==> config.mk <==
export PLATFORM = sky130hd
export DESIGN_NAME = coef_loader
export DESIGN_NICKNAME = d
export VERILOG_FILES = /design/src/rtl/coef_loader.sv
export SDC_FILE = /design/constraint.sdc
export NUM_CORES = 1
export LEC_CHECK = 0
export ABC_AREA = 1
export BUFFER_PORTS_ARGS = -buffer_cell sky130_fd_sc_hd__buf_2
export CORE_MARGIN = 2
export CORE_UTILIZATION = 25
export DETAILED_ROUTE_END_ITERATION = 6
export GPL_ROUTABILITY_DRIVEN = 1
export HOLD_SLACK_MARGIN = 0.03
export PLACE_DENSITY = 0.48
export RECOVER_POWER = 25
export SLEW_MARGIN = 20
export SYNTH_ARGS = -nofsm -noshare
export SYNTH_HDL_FRONTEND = slang
export SYNTH_SLANG_ARGS = --single-unit
==> constraint.sdc <==
create_clock -name Clk_CI -period 2.9 [get_ports Clk_CI]
set_input_delay 0.29 -clock Clk_CI [delete_from_list [all_inputs] [get_ports Clk_CI]]
set_output_delay 0.29 -clock Clk_CI [all_outputs]
set_load 0.05 [all_outputs]
==> src/rtl/coef_loader.sv <==
// Byte-serial coefficient loader: assembles MSB-first bytes into MEM_WIDTH words,
// writes NUM_COEF words to the coefficient port, then verifies a modulo-256 checksum byte.
module coef_loader #(
    parameter int unsigned ADDR_WIDTH = 5,
    parameter int unsigned MEM_WIDTH  = 24,
    parameter int unsigned NUM_COEF   = 32
) (
    input  logic                  Clk_CI,
    input  logic                  Rst_RBI,
    input  logic                  Start_SI,
    input  logic                  ByteValid_SI,
    input  logic [7:0]            Byte_DI,
    output logic                  ByteReady_SO,
    output logic                  WrEn_SO,
    output logic [ADDR_WIDTH-1:0] Addr_DO,
    output logic [MEM_WIDTH-1:0]  PAR_Out_DO,
    output logic                  Busy_SO,
    output logic                  Done_SO,
    output logic                  Err_SO
);

    localparam int unsigned BPW = MEM_WIDTH / 8;
    localparam int unsigned CW  = (BPW > 1) ? $clog2(BPW) : 1;

    typedef enum logic [2:0] {
        StIdle,
        StRecv,
        StWrite,
        StCheck,
        StDone,
        StErr
    } state_e;

    state_e                state_q;
    logic [CW-1:0]         byte_cnt_q;
    logic [MEM_WIDTH-1:0]  word_q;
    logic [7:0]            csum_q;
    logic [MEM_WIDTH-1:0]  word_shift;
    logic                  accept;

    // Ready is combinational on Start so a restart cycle never swallows a byte.
    assign ByteReady_SO = ((state_q == StRecv) || (state_q == StCheck)) && !Start_SI;
    assign accept       = ByteValid_SI && ByteReady_SO;
    assign word_shift   = (word_q << 8) | MEM_WIDTH'(Byte_DI);

    always_ff @(posedge Clk_CI or negedge Rst_RBI) begin
        if (!Rst_RBI) begin
            state_q    <= StIdle;
            byte_cnt_q <= '0;
            word_q     <= '0;
            csum_q     <= '0;
            WrEn_SO    <= 1'b0;
            Addr_DO    <= '0;
            PAR_Out_DO <= '0;
            Busy_SO    <= 1'b0;
            Done_SO    <= 1'b0;
            Err_SO     <= 1'b0;
        end else if (Start_SI) begin
            state_q    <= StRecv;
            byte_cnt_q <= '0;
            word_q     <= '0;
            csum_q     <= '0;
            WrEn_SO    <= 1'b0;
            Addr_DO    <= '0;
            Busy_SO    <= 1'b1;
            Done_SO    <= 1'b0;
            Err_SO     <= 1'b0;
        end else begin
            unique case (state_q)
                StRecv: begin
                    if (accept) begin
                        csum_q <= csum_q + Byte_DI;
                        if (byte_cnt_q == CW'(BPW - 1)) begin
                            PAR_Out_DO <= word_shift;
                            word_q     <= '0;
                            byte_cnt_q <= '0;
                            WrEn_SO    <= 1'b1;
                            state_q    <= StWrite;
                        end else begin
                            word_q     <= word_shift;
                            byte_cnt_q <= byte_cnt_q + CW'(1);
                        end
                    end
                end
                StWrite: begin
                    WrEn_SO <= 1'b0;
                    if (Addr_DO == ADDR_WIDTH'(NUM_COEF - 1)) begin
                        state_q <= StCheck;
                    end else begin
                        Addr_DO <= Addr_DO + ADDR_WIDTH'(1);
                        state_q <= StRecv;
                    end
                end
                StCheck: begin
                    if (accept) begin
                        Busy_SO <= 1'b0;
                        if (Byte_DI == csum_q) begin
                            Done_SO <= 1'b1;
                            state_q <= StDone;
                        end else begin
                            Err_SO  <= 1'b1;
                            state_q <= StErr;
                        end
                    end
                end
                StIdle, StDone, StErr: begin
                    state_q <= state_q;
                end
                default: begin
                    state_q <= StIdle;
                    Busy_SO <= 1'b0;
                    WrEn_SO <= 1'b0;
                end
            endcase
        end
    end

endmodule

==> results of run 1 <==
worst register-to-register path: stages, from the launching register on:
cell	delay, ps
dfrtp_1	380
inv_1	100
nand2_2	230
nor2_4	290
nand2_4	310
nand2_1	190
o21ai_1	80
final cells by class:
class	instances	area, sq um
well taps	168	210.2
fillers	1320	8333
clock inverters	3	43.79
repair buffers	48	231.5
multi-input cells	228	1281
flip-flops and latches	62	1551
inverters	52	203.9
clock buffers	12	256.5
metrics by stage:
| stage | hold WS, ps | utilization (%) | cell area [sq um] | worst slack (ps) | power, mW |
|---|---|---|---|---|---|
| floorplan | -5.591 | - | 3134 | 1115 | 2.072 |
| global placement | 334.4 | 28.79 | 3487 | 1240 | 2.331 |
| detailed placement | 334.5 | 28.79 | 3487 | 1185 | 2.346 |
| CTS | 228.2 | 31.35 | 3797 | 1163 | 3.442 |
| global route | 246.0 | 31.20 | 3779 | 687.6 | 3.585 |
| finish | 236.3 | 31.20 | 3779 | 1061 | 3.372 |
power groups by stage:
stage | Combinational (mW) | Clock, mW | Sequential [mW]
2_1_floorplan | 0.459 | 0 | 1.61
3_3_place_gp | 1.17 | 0 | 1.16
3_5_place_dp | 1.18 | 0 | 1.17
4_1_cts | 1.18 | 1.11 | 1.16
5_1_grt | 1.26 | 1.15 | 1.18
6_report | 1.15 | 1.07 | 1.15
synth_stat cells (3+ instances only):
cell     number  area [sq um]
nand2_1      88         330.3
dfrtp_1      62          1551
inv_1        48         180.2
nand3_1      38         190.2
o21ai_2      28         245.2
nor2_1       17         63.81
o21ai_0      13         65.06
a21oi_1       9         45.04
ha_1          9         112.6
o21ai_1       8         40.04
buf_6         6         67.56
nand4_1       6         37.54
buf_2         3         15.01
how the worst max path moves through the flow:
stage / start / endpoint / cells after the start / slack (ps)
2_1_floorplan: Addr_DO[0]$_DFFE_PN0P_ / Addr_DO[2]$_DFFE_PN0P_ / 8 / 1110
3_3_place_gp: byte_cnt_q[0]$_DFFE_PN0P_ / PAR_Out_DO[19]$_DFFE_PN0P_ / 6 / 1240
3_5_place_dp: byte_cnt_q[0]$_DFFE_PN0P_ / PAR_Out_DO[21]$_DFFE_PN0P_ / 6 / 1180
4_1_cts: byte_cnt_q[0]$_DFFE_PN0P_ / PAR_Out_DO[21]$_DFFE_PN0P_ / 6 / 1160
5_1_grt: Rst_RBI / csum_q[1]$_DFFE_PN0P_ / 3 / 690
6_report: Rst_RBI / csum_q[1]$_DFFE_PN0P_ / 3 / 1060
layer usage:
metal	vias to the layer above	global-route usage, %	share of wire (%)
li1	1234	-	-
met1	1139	15.70	48
met2	49	17.50	46
met3	7	4.184	4.9
met4	0	3.333	0.90
met5	-	0	0
sequential cells by signal (all words and copies together) (netlist names):
signal / cells
PAR_Out_DO: 24
word_q: 16
csum_q: 8
Addr_DO: 5
state_q: 3
byte_cnt_q: 2
Busy_SO: 1
Done_SO: 1
Err_SO: 1
WrEn_SO: 1
timing repair:
item	in CTS	in global routing
hold buffers	1	0
buffers inserted	0	0
endpoints found under the hold margin	25	0
endpoints found under the setup margin	0	0
logic make-up after synthesis:
group	count (synthesis)
AOI/OAI and AO/OA	59
xor gates and xnor gates	1
adders and majority gates	10
buffers and inverters	62
DFF	62
and+or+nand+nor	158
==> results.json, run 1 <==
{
  "holdPathStages": 3,
  "finalHoldViolations": 0,
  "final-max-slew-violation-count": 0,
  "max_cap_violations": 0,
  "cts_tree": "yes",
  "synth-simple-area-share_pct": 23.51,
  "period_share_pct": 63.41,
  "yosys.area_share.adder_pct": 4.232,
  "path_clk_slew_ps": 50,
  "portBuffers": 45,
  "rr_worst_depth": 6,
  "area_growth_pct": 20.56,
  "worstPathMaxFanout": 27,
  "grt.total_usage_pct": 11.60,
  "yosys_warnings": 0,
  "syn_nets": 374,
  "synth_xor_area_share_pct": 0.2794,
  "die_w_um": 116.0,
  "final_cell_mix": "88 x nand2_1, 62 x dfrtp_1, 48 x inv_1",
  "io_pins": 46,
  "reg2reg_slack_ps": 1200,
  "drive_gt1_share_pct": 21.48,
  "slowest_stage": "clkbuf_1",
  "rows": 40,
  "r2r-end": "PAR_Out_DO[21]$_DFFE_PN0P_",
  "cts_resized": 0,
  "setup.worst_path.start_class": "input port",
  "p_int_mw": 2.023,
  "ir_drop_v": 0.0002570,
  "synthDistinctLibCells": 26,
  "tns_ps": 0,
  "crit_required_ps": 3390,
  "synth_top_family_by_area": "simple AND/OR/NAND/NOR gates",
  "yosysSeqAreaShare_pct": 49.50,
  "muxShareOfSynthArea_pct": 0,
  "cp_data_arrival_time_ps": 2330,
  "grt_antenna_before_repair": 0,
  "synth_seq_cells": 62,
  "finalClockSkew_ps": 6.341,
  "critical_path.top_delay_family": "buffers and inverters",
  "synthFlopType": "dfrtp_1",
  "fin_nets": 423,
  "routed_wl_um": 6987,
  "drt_iter0_drc": 154,
  "grt_pass1_wl_um": 11800,
  "avgRoutedWirePerCell_um": 12.19,
  "syn_inst": 352,
  "leakage_nw": 1.913,
  "crit_path_cell_trace": "dlygate4sd3_1 -> clkbuf_1 -> buf_4",
  "max_freq_mhz": 543.8,
  "min_to": "word_q[7]$_DFFE_PN0P_",
  "cts.sinks": 62,
  "core_sq_um": 12110,
  "powerDensity_nw_per_um2": 892.5,
  "period_needed_ps": 1839,
  "clkPwrFrac_pct": 31.8,
  "drt_first_pass_iters": 4,
  "globalplace.congestion": 0.8105,
  "p_sw_mw": 1.350,
  "slew_headroom_pct": 4.758,
  "final_common_cell": "nand2_1",
  "drc_errors": 0,
  "worstMarginPinSlew_ps": 1429,
  "ctsHtreeMaxLevel": 3,
  "clk_path_buf_depth": 2,
  "synth_edf_count": 0,
  "avgSynthCellArea_sq_um": 8.904,
  "power_frac_comb_pct": 34.0,
  "start_util_pct": 25.88,
  "grt_overflow": 0,
  "rsz0062_at_grt": "no",
  "synth_area_sq_um": 3134,
  "critPathBufInv": 3,
  "diodes": 0,
  "synth_compound_area_share_pct": 12.85,
  "slowest_delay_ps": 1040,
  "async_flop_share_pct": 100.0,
  "status": "complete, no violations",
  "crit_type": "input port to asynchronous set/reset pin",
  "die_area_sq_um": 13450,
  "switching_share_pct": 40.03,
  "hpwl_um": 5115,
  "setup_viol": 0,
  "rr_startpoint": "byte_cnt_q[0]$_DFFE_PN0P_",
  "cts_buffers": 9,
  "grt_max_degree": 43,
  "vias_per_cell": 4.239,
  "drtAntennaViolNets": 0,
  "hold_path.startpoint": "Byte_DI[7]",
  "die_height_um": 116.0,
  "dp_cells": 557,
  "hp-class": "input port to register",
  "fin_cells": 573,
  "cts_root_buf": "clkbuf_16",
  "grt_pass1_vias": 2333,
  "clk_latency_ps": 330,
  "pwr-share-seq_pct": 34.2,
  "via_count": 2429,
  "critPathCaptureType": "asynchronous set/reset pin"
}
Power figures use the tool's default switching activity.
==> inputs of run 2 (changes only) <==
--- a/config.mk
+++ b/config.mk
@@ -5,14 +5,14 @@
 export SDC_FILE = /design/constraint.sdc
 export NUM_CORES = 1
 export LEC_CHECK = 0
-export ABC_AREA = 1
+export ABC_AREA = 0
 export BUFFER_PORTS_ARGS = -buffer_cell sky130_fd_sc_hd__buf_2
 export CORE_MARGIN = 2
 export CORE_UTILIZATION = 25
 export DETAILED_ROUTE_END_ITERATION = 6
 export GPL_ROUTABILITY_DRIVEN = 1
 export HOLD_SLACK_MARGIN = 0.03
-export PLACE_DENSITY = 0.48
+export PLACE_DENSITY = 0.5
 export RECOVER_POWER = 25
 export SLEW_MARGIN = 20
 export SYNTH_ARGS = -nofsm -noshare
==> constraint.sdc (replaced) <==
create_clock -name Clk_CI -period 1.5 [get_ports Clk_CI]
set_input_delay 0.15 -clock Clk_CI [delete_from_list [all_inputs] [get_ports Clk_CI]]
set_output_delay 0.15 -clock Clk_CI [all_outputs]
set_load 0.05 [all_outputs]
==> results.json, run 2 <==
{
  "failed_checks": "negative setup slack",
  "yosys_warnings": 0,
  "final-max-slew-violation-count": 0,
  "die_w_um": 112.6,
  "rr_worst_depth": 6,
  "setup_viol": 37,
  "setup.worst_path.start_class": "register",
  "period_needed_ps": 1764,
  "drc_errors": 0,
  "grt_antenna_before_repair": 0,
  "rsz0062_at_grt": "yes",
  "critPathBufInv": 1,
  "pre_cts_ws_ps": -295.6,
  "leakage_nw": 2.080,
  "drive_gt1_share_pct": 50.15,
  "io_pins": 46,
  "final_core_util_pct": 37.02,
  "die_height_um": 112.6,
  "period_share_pct": 117.6,
  "multiInputGateArea_sq_um": 1568,
  "crit_type": "register to register",
  "post-synth-top-area-cell": "dfrtp_1",
  "via_count": 2220,
  "grt_pass1_vias": 2311,
  "holdPathStages": 2,
  "slew_headroom_pct": 41.37,
  "drt_first_pass_iters": 4,
  "netlist_top_cells_count": "62 x dfrtp_1, 20 x mux2_4, 19 x nor2_1",
  "grt_pass1_wl_um": 11650,
  "postLayoutCellArea_sq_um": 4245,
  "yosysSeqAreaShare_pct": 52.61,
  "critPathCaptureType": "register",
  "max_freq_mhz": 566.9,
  "worstMarginPinSlew_ps": 879.5,
  "cts_buffers": 9,
  "syn_nets": 260,
  "finalHoldViolations": 0,
  "start_util_pct": 25.72,
  "syn_inst": 238,
  "max_cap_violations": 0,
  "rows": 39,
  "post-synth-top-count-cell": "dfrtp_1",
  "path_depth": 6,
  "slowest_delay_ps": 440,
  "worstPathMaxFanout": 2,
  "hp-class": "input port to register",
  "fillCellCount": 1111,
  "area_growth_pct": 43.95,
  "crit_path_cell_trace": "ha_4 -> buf_4 -> a211oi_4 -> o21ai_1 -> o211ai_1 -> or4b_1",
  "grt_max_degree": 40,
  "cts.sinks": 62,
  "die_area_sq_um": 12680,
  "reg2reg_slack_ps": -260,
  "globalplace.congestion": 0.7869,
  "clk_latency_ps": 320,
  "drtAntennaViolNets": 0,
  "avgRoutedWirePerCell_um": 14.49,
  "seqCellArea_sq_um": 1555,
  "final_cell_mix": "59 x dfrtp_1, 44 x buf_2, 40 x buf_4",
  "top_register": "PAR_Out_DO",
  "largest_reg_flops": 24,
  "path_clk_slew_ps": 60,
  "avgSynthCellArea_sq_um": 12.39,
  "async_flop_share_pct": 100.0,
  "finalClockSkew_ps": 4.445,
  "drt_iter0_drc": 148,
  "ctsHtreeMaxLevel": 3,
  "routed_wl_um": 6928,
  "slowest_stage": "or4b_1",
  "fin_ws_ps": -263.9,
  "critical_path.top_delay_family": "compound AO/OA/AOI/OAI gates",
  "powerDensity_nw_per_um2": 1234,
  "reg_top3": "PAR_Out_DO x24, word_q x16, csum_q x8",
  "synthDistinctLibCells": 45,
  "cts_tree": "yes",
  "cts_root_buf": "clkbuf_16",
  "grt.total_usage_pct": 11.60,
  "synthFlopType": "dfrtp_1",
  "power_mw": 5.237,
  "clk_path_buf_depth": 2,
  "fin_nets": 352,
  "synth_edf_count": 0,
  "status": "finished, violations left",
  "placed_area_sq_um": 3775,
  "crit_required_ps": 1690,
  "portBuffers": 45,
  "synth_area_sq_um": 2949,
  "synth_top_area_share_pct": 52.61,
  "tns_ps": -5411,
  "synth_seq_cells": 62,
  "grt_overflow": 0,
  "final_common_cell": "dfrtp_1",
  "ir_drop_v": 0.0006401,
  "core_sq_um": 11470,
  "hpwl_um": 4915,
  "diodes": 0,
  "synth.area.top_cells": "dfrtp_1 53%, mux2_4 10%, a22o_1 4.8%, ha_1 3.8%, nor2_1 2.4%",
  "cp_data_arrival_time_ps": 1960,
  "vias_per_cell": 4.644
}
-- run 2: area by class of cell --
class / count / share of cell area (%)
Clock buffer: 10 / 5.629
Inverter: 2 / 0.1768
Sequential cell: 62 / 36.63
Timing Repair Buffer: 94 / 15.33
Tap cell: 143 / 4.215
Multi-Input combinational cell: 161 / 36.93
Clock inverter: 6 / 1.090
-- run 2: kinds of logic after synthesis --
logic type,share of synthesized area [%]
flip-flops,52.61
adder cells (fa/ha/maj),4.497
multiplexers,12.39
buffers and inverters,2.673
XOR/XNOR,1.485
AO/OA/AOI/OAI,13.58
AND/OR/NAND/NOR,12.77
-- run 2: per-stage QoR --
| step | std cells | hold slack, ps |
|---|---|---|
| finish | 478 | 157.5 |
| global route | 478 | 162.0 |
| CTS | 476 | 135.7 |
| detailed placement | 456 | 101.3 |
| global placement | 456 | 97.57 |
| floorplan | 238 | -145.6 |
-- run 2: layer usage --
layer | wire length [um] | GRT usage (%)
met1 | 3284 | 15.51
met3 | 277 | 3.726
met2 | 3299 | 17.92
met5 | 0 | 0
met4 | 66 | 3.659
-- run 2: where the power goes --
group	total, mW	leakage, nW	internal (mW)	switching (mW)
sequential	1.96	0.828	1.84	0.119
clock	1.94	0.135	1.17	0.771
combinational	1.34	1.12	0.556	0.785
total	5.24	2.08	3.56	1.67
-- run 2: worst paths after layout --
| kind | from | endpoint |
|---|---|---|
| max in group asynchronous | Rst_RBI | csum_q[1]$_DFFE_PN0P_ |
| min in group asynchronous | Rst_RBI | csum_q[7]$_DFFE_PN0P_ |
| worst max-delay path | csum_q[0]$_DFFE_PN0P_ | csum_q[7]$_DFFE_PN0P_ |
| worst min register to register | PAR_Out_DO[16]$_DFFE_PN0P_ | PAR_Out_DO[16]$_DFFE_PN0P_ |
| worst max register to register | csum_q[0]$_DFFE_PN0P_ | csum_q[7]$_DFFE_PN0P_ |
| worst min-delay path | Byte_DI[7] | word_q[7]$_DFFE_PN0P_ |
-- run 2: worst reg2reg max path, stage by stage (launching register included) --
cell and delay, ps:
dfrtp_1 400, ha_4 180, buf_4 140, a211oi_4 260, o21ai_1 130, o211ai_1 90, or4b_1 440
-- run 2: timing repair --
action / in CTS / in global routing
resized for setup: 10 / 16
endpoints found under the setup margin: 55 / 39
hold buffers: 1 / 0
pin swaps: 10 / 16
setup buffers: 3 / 3
hold endpoints to repair: 13 / 0
==> inputs of run 3 (changes only) <==
--- a/config.mk
+++ b/config.mk
@@ -8,11 +8,11 @@
 export ABC_AREA = 0
 export BUFFER_PORTS_ARGS = -buffer_cell sky130_fd_sc_hd__buf_2
 export CORE_MARGIN = 2
-export CORE_UTILIZATION = 25
+export CORE_UTILIZATION = 50
 export DETAILED_ROUTE_END_ITERATION = 6
-export GPL_ROUTABILITY_DRIVEN = 1
+export GPL_ROUTABILITY_DRIVEN = 0
 export HOLD_SLACK_MARGIN = 0.03
-export PLACE_DENSITY = 0.5
+export PLACE_DENSITY = 0.79
 export RECOVER_POWER = 25
 export SLEW_MARGIN = 20
 export SYNTH_ARGS = -nofsm -noshare
==> constraint.sdc (replaced) <==
create_clock -name Clk_CI -period 2.1 [get_ports Clk_CI]
set_input_delay 0.21 -clock Clk_CI [delete_from_list [all_inputs] [get_ports Clk_CI]]
set_output_delay 0.21 -clock Clk_CI [all_outputs]
set_load 0.05 [all_outputs]
==> results.json, run 3 (synthesis results as in run 2) <==
{
  "crit_type": "register to register",
  "drive_gt1_share_pct": 33.44,
  "cts.sinks": 62,
  "grt_overflow": 0,
  "grt_pass1_wl_um": 10320,
  "leakage_nw": 1.846,
  "io_pins": 46,
  "grt.total_usage_pct": 20.85,
  "hpwl_um": 4170,
  "slew_headroom_pct": 30.28,
  "clkPwrFrac_pct": 35.8,
  "clk_latency_ps": 340,
  "fin_cells": 371,
  "postLayoutCellArea_sq_um": 3540,
  "drt_first_pass_iters": 4,
  "area_growth_pct": 20.03,
  "fin_nets": 316,
  "tns_ps": 0,
  "p_int_mw": 2.272,
  "rows": 27,
  "setup.worst_path.start_class": "register",
  "vias_per_cell": 5.539,
  "worstMarginPinSlew_ps": 1042,
  "hp-class": "input port to register",
  "use_met1_pct": 27.00,
  "status": "complete, no violations",
  "ctsHtreeMaxLevel": 3,
  "avgRoutedWirePerCell_um": 15.88,
  "grt_pass1_vias": 2188,
  "period_needed_ps": 1969,
  "power_frac_comb_pct": 23.1,
  "finalHoldViolations": 0,
  "drt_iter0_drc": 152,
  "final-max-slew-violation-count": 0,
  "ir_drop_v": 0.0005831,
  "start_util_pct": 52.59,
  "drc_errors": 0,
  "critPathCaptureType": "register",
  "core_sq_um": 5608,
  "busiest_layer": "met2",
  "drtAntennaViolNets": 0,
  "switching_share_pct": 32.83,
  "use_met3_pct": 5.333,
  "largest_reg_flops": 24,
  "period_share_pct": 93.75,
  "pwr-share-seq_pct": 41.1,
  "grt_antenna_before_repair": 0,
  "use_met2_pct": 32.40,
  "portBuffers": 45,
  "top_register": "PAR_Out_DO",
  "diodes": 0,
  "placed_area_sq_um": 3317,
  "worstPathMaxFanout": 5,
  "die_w_um": 80.80,
  "clk_path_buf_depth": 2,
  "reg_top3": "PAR_Out_DO x24, word_q x16, csum_q x8",
  "max_cap_violations": 0,
  "routed_wl_um": 5891,
  "cts_tree": "yes",
  "cts_root_buf": "clkbuf_8",
  "p_sw_mw": 1.110,
  "final_cell_mix": "62 x dfrtp_1, 44 x buf_2, 20 x mux2_4",
  "dp_cells": 354,
  "path_clk_slew_ps": 80,
  "cts_buffers": 9,
  "finalClockSkew_ps": 6.487,
  "cp_data_arrival_time_ps": 2190,
  "crit_required_ps": 2330,
  "setup_viol": 0,
  "max_freq_mhz": 508.0,
  "grt_max_degree": 25,
  "rsz0062_at_grt": "no",
  "final_common_cell": "dfrtp_1",
  "die_area_sq_um": 6529,
  "via_count": 2055,
  "powerDensity_nw_per_um2": 955.6,
  "die_height_um": 80.80
}
## run 3: changes by cell type in the layout (fill, tap and decap cells not counted), sizes merged
cell	before	now
clkinv	3	2
buf	92	54
clkbuf	11	12
inv	3	5
clkinvlp	2	0
bufinv	0	2
## run 3: critical path, cell delays in order, from the launching register on
cell	delay, ps
dfrtp_1	430
ha_1	230
and3_1	190
ha_1	230
nor4b_4	420
nand4_1	170
xor2_1	150
nor2_1	50
## run 3: metal layers
metal	vias to the layer above	wire, um
li1	995	-
met3	11	186
met4	0	146
met1	1010	2733
met2	39	2823
met5	-	0
## run 3: power groups by stage
stage	Sequential (mW)	Combinational, mW	Clock (mW)
6_report	1.39	0.783	1.21
5_1_grt	1.41	0.848	1.28
4_1_cts	1.39	0.790	1.22
3_5_place_dp	1.41	0.785	0
3_3_place_gp	1.41	0.770	0
2_1_floorplan	1.65	0.331	0
## run 3: what timing repair did
action,4_1_cts,5_1_grt
hold endpoints to repair,14,0
hold buffers,1,0
setup buffers,0,0
gates resized for setup,0,1
setup endpoints to repair,0,1
## run 3: cell type report
cell class	instances	area [sq um]
fillers	445	2068
repair buffers	58	330.3
inverters	2	7.507
well taps	72	90.09
clock inverters	7	103.9
clock buffers	9	123.9
flip-flops and latches	62	1551
multi-input cells	161	1333
## run 3: path summary, 6_finish.rpt
kind / from / endpoint / slack [ps] / cells past startpoint
worst max-delay path: Addr_DO[0]$_DFFE_PN0P_ / Addr_DO[3]$_DFFE_PN0P_ / 130 / 7
worst min-delay path: Byte_DI[5] / word_q[5]$_DFFE_PN0P_ / 120 / 2
worst max register to register: Addr_DO[0]$_DFFE_PN0P_ / Addr_DO[3]$_DFFE_PN0P_ / 130 / 7
worst min register to register: Err_SO$_DFFE_PN0P_ / Err_SO$_DFFE_PN0P_ / 500 / 2
max in group asynchronous: Rst_RBI / PAR_Out_DO[17]$_DFFE_PN0P_ / 520 / 3
min in group asynchronous: Rst_RBI / Busy_SO$_DFFE_PN0P_ / 510 / 2
## run 3: through the flow
stage | power [mW] | hold WS (ps) | utilization (%) | setup WS (ps)
after floorplan | 1.977 | -85.59 | - | 14.60
after global routing | 3.531 | 118.6 | 63.12 | 7.314
after global placement | 2.175 | 161.7 | 59.15 | 200.1
after detailed placement | 2.195 | 170.4 | 59.15 | 151.3
after CTS | 3.403 | 107.2 | 63.39 | 130.4
final | 3.383 | 118.3 | 63.12 | 131.3
